--- src/rtl/pix_stream_pkg.sv ---
// Shared pixel-stream types: pattern modes, source states and a counter width helper.
package pix_stream_pkg;

  typedef enum logic [1:0] {
    MODE_INC   = 2'd0,
    MODE_ROW   = 2'd1,
    MODE_COL   = 2'd2,
    MODE_CHECK = 2'd3
  } mode_e;

  typedef enum logic [1:0] {
    IDLE = 2'd0,
    RUN  = 2'd1,
    DONE = 2'd2
  } state_e;

  // Bits needed to hold 0..n-1, never less than one.
  function automatic int unsigned cnt_w(input int unsigned n);
    return (n > 1) ? $clog2(n) : 1;
  endfunction

endpackage

--- src/rtl/raster_counter.sv ---
// Column/row position counters for raster-order traversal of one frame.
module raster_counter
  import pix_stream_pkg::*;
#(
  parameter int unsigned IMG_W = 64,
  parameter int unsigned IMG_H = 64,
  localparam int unsigned CW = cnt_w(IMG_W),
  localparam int unsigned RW = cnt_w(IMG_H)
) (
  input  logic          clk,
  input  logic          rst,
  input  logic          advance_i,
  input  logic          clear_i,
  output logic [CW-1:0] col_o,
  output logic [RW-1:0] row_o,
  output logic          last_col_o,
  output logic          last_row_o
);

  logic [CW-1:0] col_q, col_d;
  logic [RW-1:0] row_q, row_d;

  always_ff @(posedge clk or posedge rst) begin
    if (rst) begin
      col_q <= '0;
      row_q <= '0;
    end else begin
      col_q <= col_d;
      row_q <= row_d;
    end
  end

  assign last_col_o = (col_q == CW'(IMG_W - 1));
  assign last_row_o = (row_q == RW'(IMG_H - 1));

  // Row wraps after the final line so the counters rest at zero between frames.
  always_comb begin
    col_d = col_q;
    row_d = row_q;
    if (clear_i) begin
      col_d = '0;
      row_d = '0;
    end else if (advance_i) begin
      if (last_col_o) begin
        col_d = '0;
        row_d = last_row_o ? '0 : row_q + RW'(1);
      end else begin
        col_d = col_q + CW'(1);
      end
    end
  end

  assign col_o = col_q;
  assign row_o = row_q;

endmodule

--- src/rtl/raster_pixel_source.sv ---
// Raster-order test-frame generator with valid/ready output and frame/line markers.
module raster_pixel_source
  import pix_stream_pkg::*;
#(
  parameter int unsigned PIX_W     = 8,
  parameter int unsigned IMG_W     = 64,
  parameter int unsigned IMG_H     = 64,
  parameter int unsigned START_VAL = 1
) (
  input  logic             clk,
  input  logic             rst,
  input  logic             start,
  input  logic [1:0]       mode,
  input  logic             ready,
  output logic             valid,
  output logic [PIX_W-1:0] pixel,
  output logic             sof,
  output logic             eol,
  output logic             eof,
  output logic             busy,
  output logic             done
);

  localparam int unsigned CW = cnt_w(IMG_W);
  localparam int unsigned RW = cnt_w(IMG_H);

  state_e           state_q, state_d;
  mode_e            mode_q, mode_d;
  logic [PIX_W-1:0] pix_q, pix_d;
  logic [CW-1:0]    col;
  logic [RW-1:0]    row;
  logic             last_col, last_row;
  logic             advance, clear;

  raster_counter #(
    .IMG_W(IMG_W),
    .IMG_H(IMG_H)
  ) u_cnt (
    .clk       (clk),
    .rst       (rst),
    .advance_i (advance),
    .clear_i   (clear),
    .col_o     (col),
    .row_o     (row),
    .last_col_o(last_col),
    .last_row_o(last_row)
  );

  always_ff @(posedge clk or posedge rst) begin
    if (rst) begin
      state_q <= IDLE;
      mode_q  <= MODE_INC;
      pix_q   <= '0;
    end else begin
      state_q <= state_d;
      mode_q  <= mode_d;
      pix_q   <= pix_d;
    end
  end

  always_comb begin
    state_d = state_q;
    mode_d  = mode_q;
    pix_d   = pix_q;
    valid   = 1'b0;
    busy    = 1'b0;
    done    = 1'b0;
    clear   = 1'b0;
    advance = 1'b0;
    case (state_q)
      IDLE: begin
        if (start) begin
          state_d = RUN;
          mode_d  = mode_e'(mode);
          pix_d   = PIX_W'(START_VAL);
          clear   = 1'b1;
        end
      end
      RUN: begin
        valid = 1'b1;
        busy  = 1'b1;
        if (ready) begin
          advance = 1'b1;
          pix_d   = pix_q + PIX_W'(1);
          if (last_col && last_row) state_d = DONE;
        end
      end
      DONE: begin
        done    = 1'b1;
        state_d = IDLE;
      end
      default: state_d = IDLE;
    endcase
  end

  // Pattern select; everything reads zero outside RUN.
  always_comb begin
    pixel = '0;
    if (valid) begin
      case (mode_q)
        MODE_INC:   pixel = pix_q;
        MODE_ROW:   pixel = PIX_W'(row);
        MODE_COL:   pixel = PIX_W'(col);
        MODE_CHECK: pixel = {PIX_W{row[0] ^ col[0]}};
        default:    pixel = '0;
      endcase
    end
  end

  assign sof = valid && (col == '0) && (row == '0);
  assign eol = valid && last_col;
  assign eof = eol && last_row;

endmodule

--- config.mk ---
export PLATFORM = sky130hd
export DESIGN_NAME = raster_pixel_source
export DESIGN_NICKNAME = d
export VERILOG_FILES = /design/src/rtl/pix_stream_pkg.sv /design/src/rtl/raster_counter.sv /design/src/rtl/raster_pixel_source.sv
export SDC_FILE = /design/constraint.sdc
export NUM_CORES = 1
export LEC_CHECK = 0
export ABC_AREA = 1
export CAP_MARGIN = 20
export CORE_MARGIN = 1
export CORE_UTILIZATION = 59
export DETAILED_ROUTE_END_ITERATION = 8
export HOLD_SLACK_MARGIN = 0.02
export PLACE_DENSITY = 0.84
export REMOVE_ABC_BUFFERS = 1
export SLEW_MARGIN = 30
export SYNTH_ARGS = -nofsm -noshare
export SYNTH_HDL_FRONTEND = slang
export SYNTH_SLANG_ARGS = --single-unit
--- constraint.sdc ---
create_clock -name clk -period 2.9 [get_ports clk]
set_input_delay 0.87 -clock clk [delete_from_list [all_inputs] [get_ports clk]]
set_output_delay 0.87 -clock clk [all_outputs]
set_load 0.01 [all_outputs]
==> reports/metrics.cfg <==
[cells_and_area]
synthToLayoutAreaGrowth_pct = 19.5
num_antenna_cells = 0
fin_util_pct = 75.9
fin_area_um2 = 1900
final_common_cell = nand2_1
fin_nets = 274
drive_gt1_share_pct = 10.7
mostFrequentLayoutCells = 68 x nand2_1, 32 x nor2_1, 27 x inv_1

[worst_setup_path]
reg2reg_from = u_cnt.col_o[0]$_DFFE_PP0P_
r2r_end = u_cnt.row_o[2]$_DFFE_PP0P_
worstPathMaxFanout = 6
critical_path_class = reg2out
crit_path_max_incr_delay_ns = 0.55
path_delay_family = buffers and inverters
cp.arrival_ns = 1.91
cp.required_ns = 2.03
worstSetupEndpointType = primary output
r2r_setup_slack_ns = 1.27
cpMostUsedCell = nor2_1
rr_worst_depth = 9
cp_cell_sequence = ha_1 > nand2_1 > nor2_1 > nand3_1 > nor2_1 > clkdlybuf4s50_1
cp-start-kind = flop
crit_buf_inv = 1
cpMaxStageDelayCell = clkdlybuf4s50_1

[synthesis]
ys_ff_latch = 24
netlist_instances = 236
synth_cell_type_count = 24
avgSynthCellArea_um2 = 6.73
yosysWarnings = 0
seq_area_frac_synth_pct = 37.8
syn_area_um2 = 1590

[die]
num_rows = 18
fp.dieW_um = 53.9
fp.dieH_um = 53.9
core-area_um2 = 2500
start_util_pct = 63.5
ios = 20
dieArea_um2 = 2900

[pwr]
power.density_nw_per_um2 = 779
irDropWorstVdd_mv = 0.605
leakage_nw = 1.08

[global_route]
grt_pass1_vias = 1344
grt_pass1_wl_mm = 5.80
gr-total-overflow = 0
grt_start_max_net_pins = 25
grt_usage_pct = 28.6
grt_antenna_before_repair = 0

[clock_network]
hold_buffers = 0
clk_pin_slew_ns = 0.12
htree_levels = 1
clk_latency_ns = 0.31
cts_tree = built
root_buffer = clkbuf_4
clock_sinks = 24
cts_buffers = 3
clock_path_buffers = 2

[sta]
max_freq_ghz = 0.360
slew_viol_final = 0
setup_ws_ns = 0.121
period_needed_ns = 2.78
hold_viol = 0
whs_ns = 0.549
tns_ns = 0
rsz0062_at_grt = no
fin_skew_ns = 0.00210
setup_viol = 0
tightest_slew_ns = 0.380
slew_headroom_pct = 74.6
fin_crit_sh_pct = 95.8

[worst_hold_path]
hold_end = u_cnt.col_o[5]$_DFFE_PP0P_
hp-start = u_cnt.col_o[5]$_DFFE_PP0P_
hold_depth = 2
holdCritPathClass = reg2reg

[route]
drtAntennaViolNets = 0
num_vias = 1590
first_pass_iters = 4
wl_per_cell_um = 12.5
drt_first_iter_violations = 73
vias_per_cell = 5.46
drc_errors = 0
drt_wl_total_mm = 3.65

[flow_run]
maxCapViolCount = 0

[outcome]
run_status = finished clean

[placement]
post-place-ws_ns = 0.253
dpl_cell_area_um2 = 1810
dp_hpwl_mm = 2.64
place_congestion = 0.961
io_buffers = 19

-- worst min-delay path, cell delays in order (launching register included) --
cell and delay [ns]:
dfrtp_1 0.40, nand2_1 0.07, nand2_1 0.06
-- per-stage QoR --
step | cells | total power [mW]
floorplan | 232 | 0.998
global placement | 284 | 1.29
detailed placement | 284 | 1.30
CTS | 288 | 1.47
global route | 291 | 1.60
finish | 291 | 1.48
-- cell families after synthesis --
kind of cell | after synthesis | synth area share, %
XOR/XNOR | 2 | 1.10
AND/OR/NAND/NOR | 141 | 38.5
adder cells (fa/ha/maj) | 5 | 3.94
flip-flops | 24 | 37.8
buffers and inverters | 37 | 9.77
AO/OA/AOI/OAI | 27 | 8.90
-- layer usage --
metal	vias to the layer above	wire length (µm)	track usage [%]	part of all wire [%]
met5	-	0	0	0
li1	805	-	-	-
met4	0	86	7.02	2.4
met2	63	1610	46.7	44
met1	711	1690	38.0	46
met3	11	274	6.50	7.5
-- power by group --
part | internal [mW] | total [mW] | switching [mW]
combinational | 0.341 | 0.775 | 0.435
sequential | 0.431 | 0.556 | 0.125
clock | 0.0487 | 0.146 | 0.0974
total | 0.821 | 1.48 | 0.657
-- worst max path at each step --
stage / startpoint / end / slack [ns] / depth (start not counted)
5_1_grt: u_cnt.row_o[0]$_DFFE_PP0P_ / pixel[0] / 0.02 / 7
3_3_place_gp: u_cnt.row_o[0]$_DFFE_PP0P_ / eof / 0.26 / 6
3_5_place_dp: u_cnt.row_o[0]$_DFFE_PP0P_ / eof / 0.25 / 6
6_report: u_cnt.col_o[0]$_DFFE_PP0P_ / eol / 0.12 / 6
2_1_floorplan: u_cnt.row_o[0]$_DFFE_PP0P_ / eof / 0.86 / 5
4_1_cts: u_cnt.row_o[0]$_DFFE_PP0P_ / eof / -0.005 / 6
-- cells in the mapped netlist --
cell type | n | area share (%)
buf_6 | 1 | 0.71
o22ai_1 | 5 | 2.0
a21oi_1 | 8 | 2.5
nand2_1 | 69 | 16
nand2_2 | 2 | 0.79
inv_1 | 27 | 6.4
nor3b_1 | 1 | 0.47
xor2_1 | 2 | 1.1
nor2_2 | 1 | 0.39
o21ai_0 | 10 | 3.2
nor2_1 | 34 | 8.0
ha_1 | 5 | 3.9
inv_4 | 1 | 0.39
o21ai_1 | 4 | 1.3
nand4_1 | 8 | 3.2
nor2_4 | 1 | 0.71
buf_4 | 1 | 0.47
and3_1 | 1 | 0.39
nand3_2 | 2 | 1.3
dfrtp_1 | 24 | 38
inv_2 | 5 | 1.2
nor3_1 | 6 | 1.9
buf_2 | 2 | 0.63
nand3_1 | 16 | 5.0
-- timing repair --
action	CTS	global route
buffers inserted	1	3
resized for setup	4	11
endpoints found under the hold margin	0	0
pin swaps	0	1
endpoints found under the setup margin	8	10
-- layout make-up --
cell class	count	area, µm²
flip-flops and latches	24	603
clock buffers	3	22.5
multi-input cells	175	842
well taps	30	37.5
repair buffers	26	265
fillers	195	603
inverters	33	126
-- sequential cells by signal, summed over array words and instances (netlist names) --
| signal | flops |
|---|---|
| u_cnt.col_o | 6 |
| state_q | 2 |
| u_cnt.row_o | 6 |
| pix_q | 8 |
| mode_q | 2 |
(Power assumes the default switching activity.)
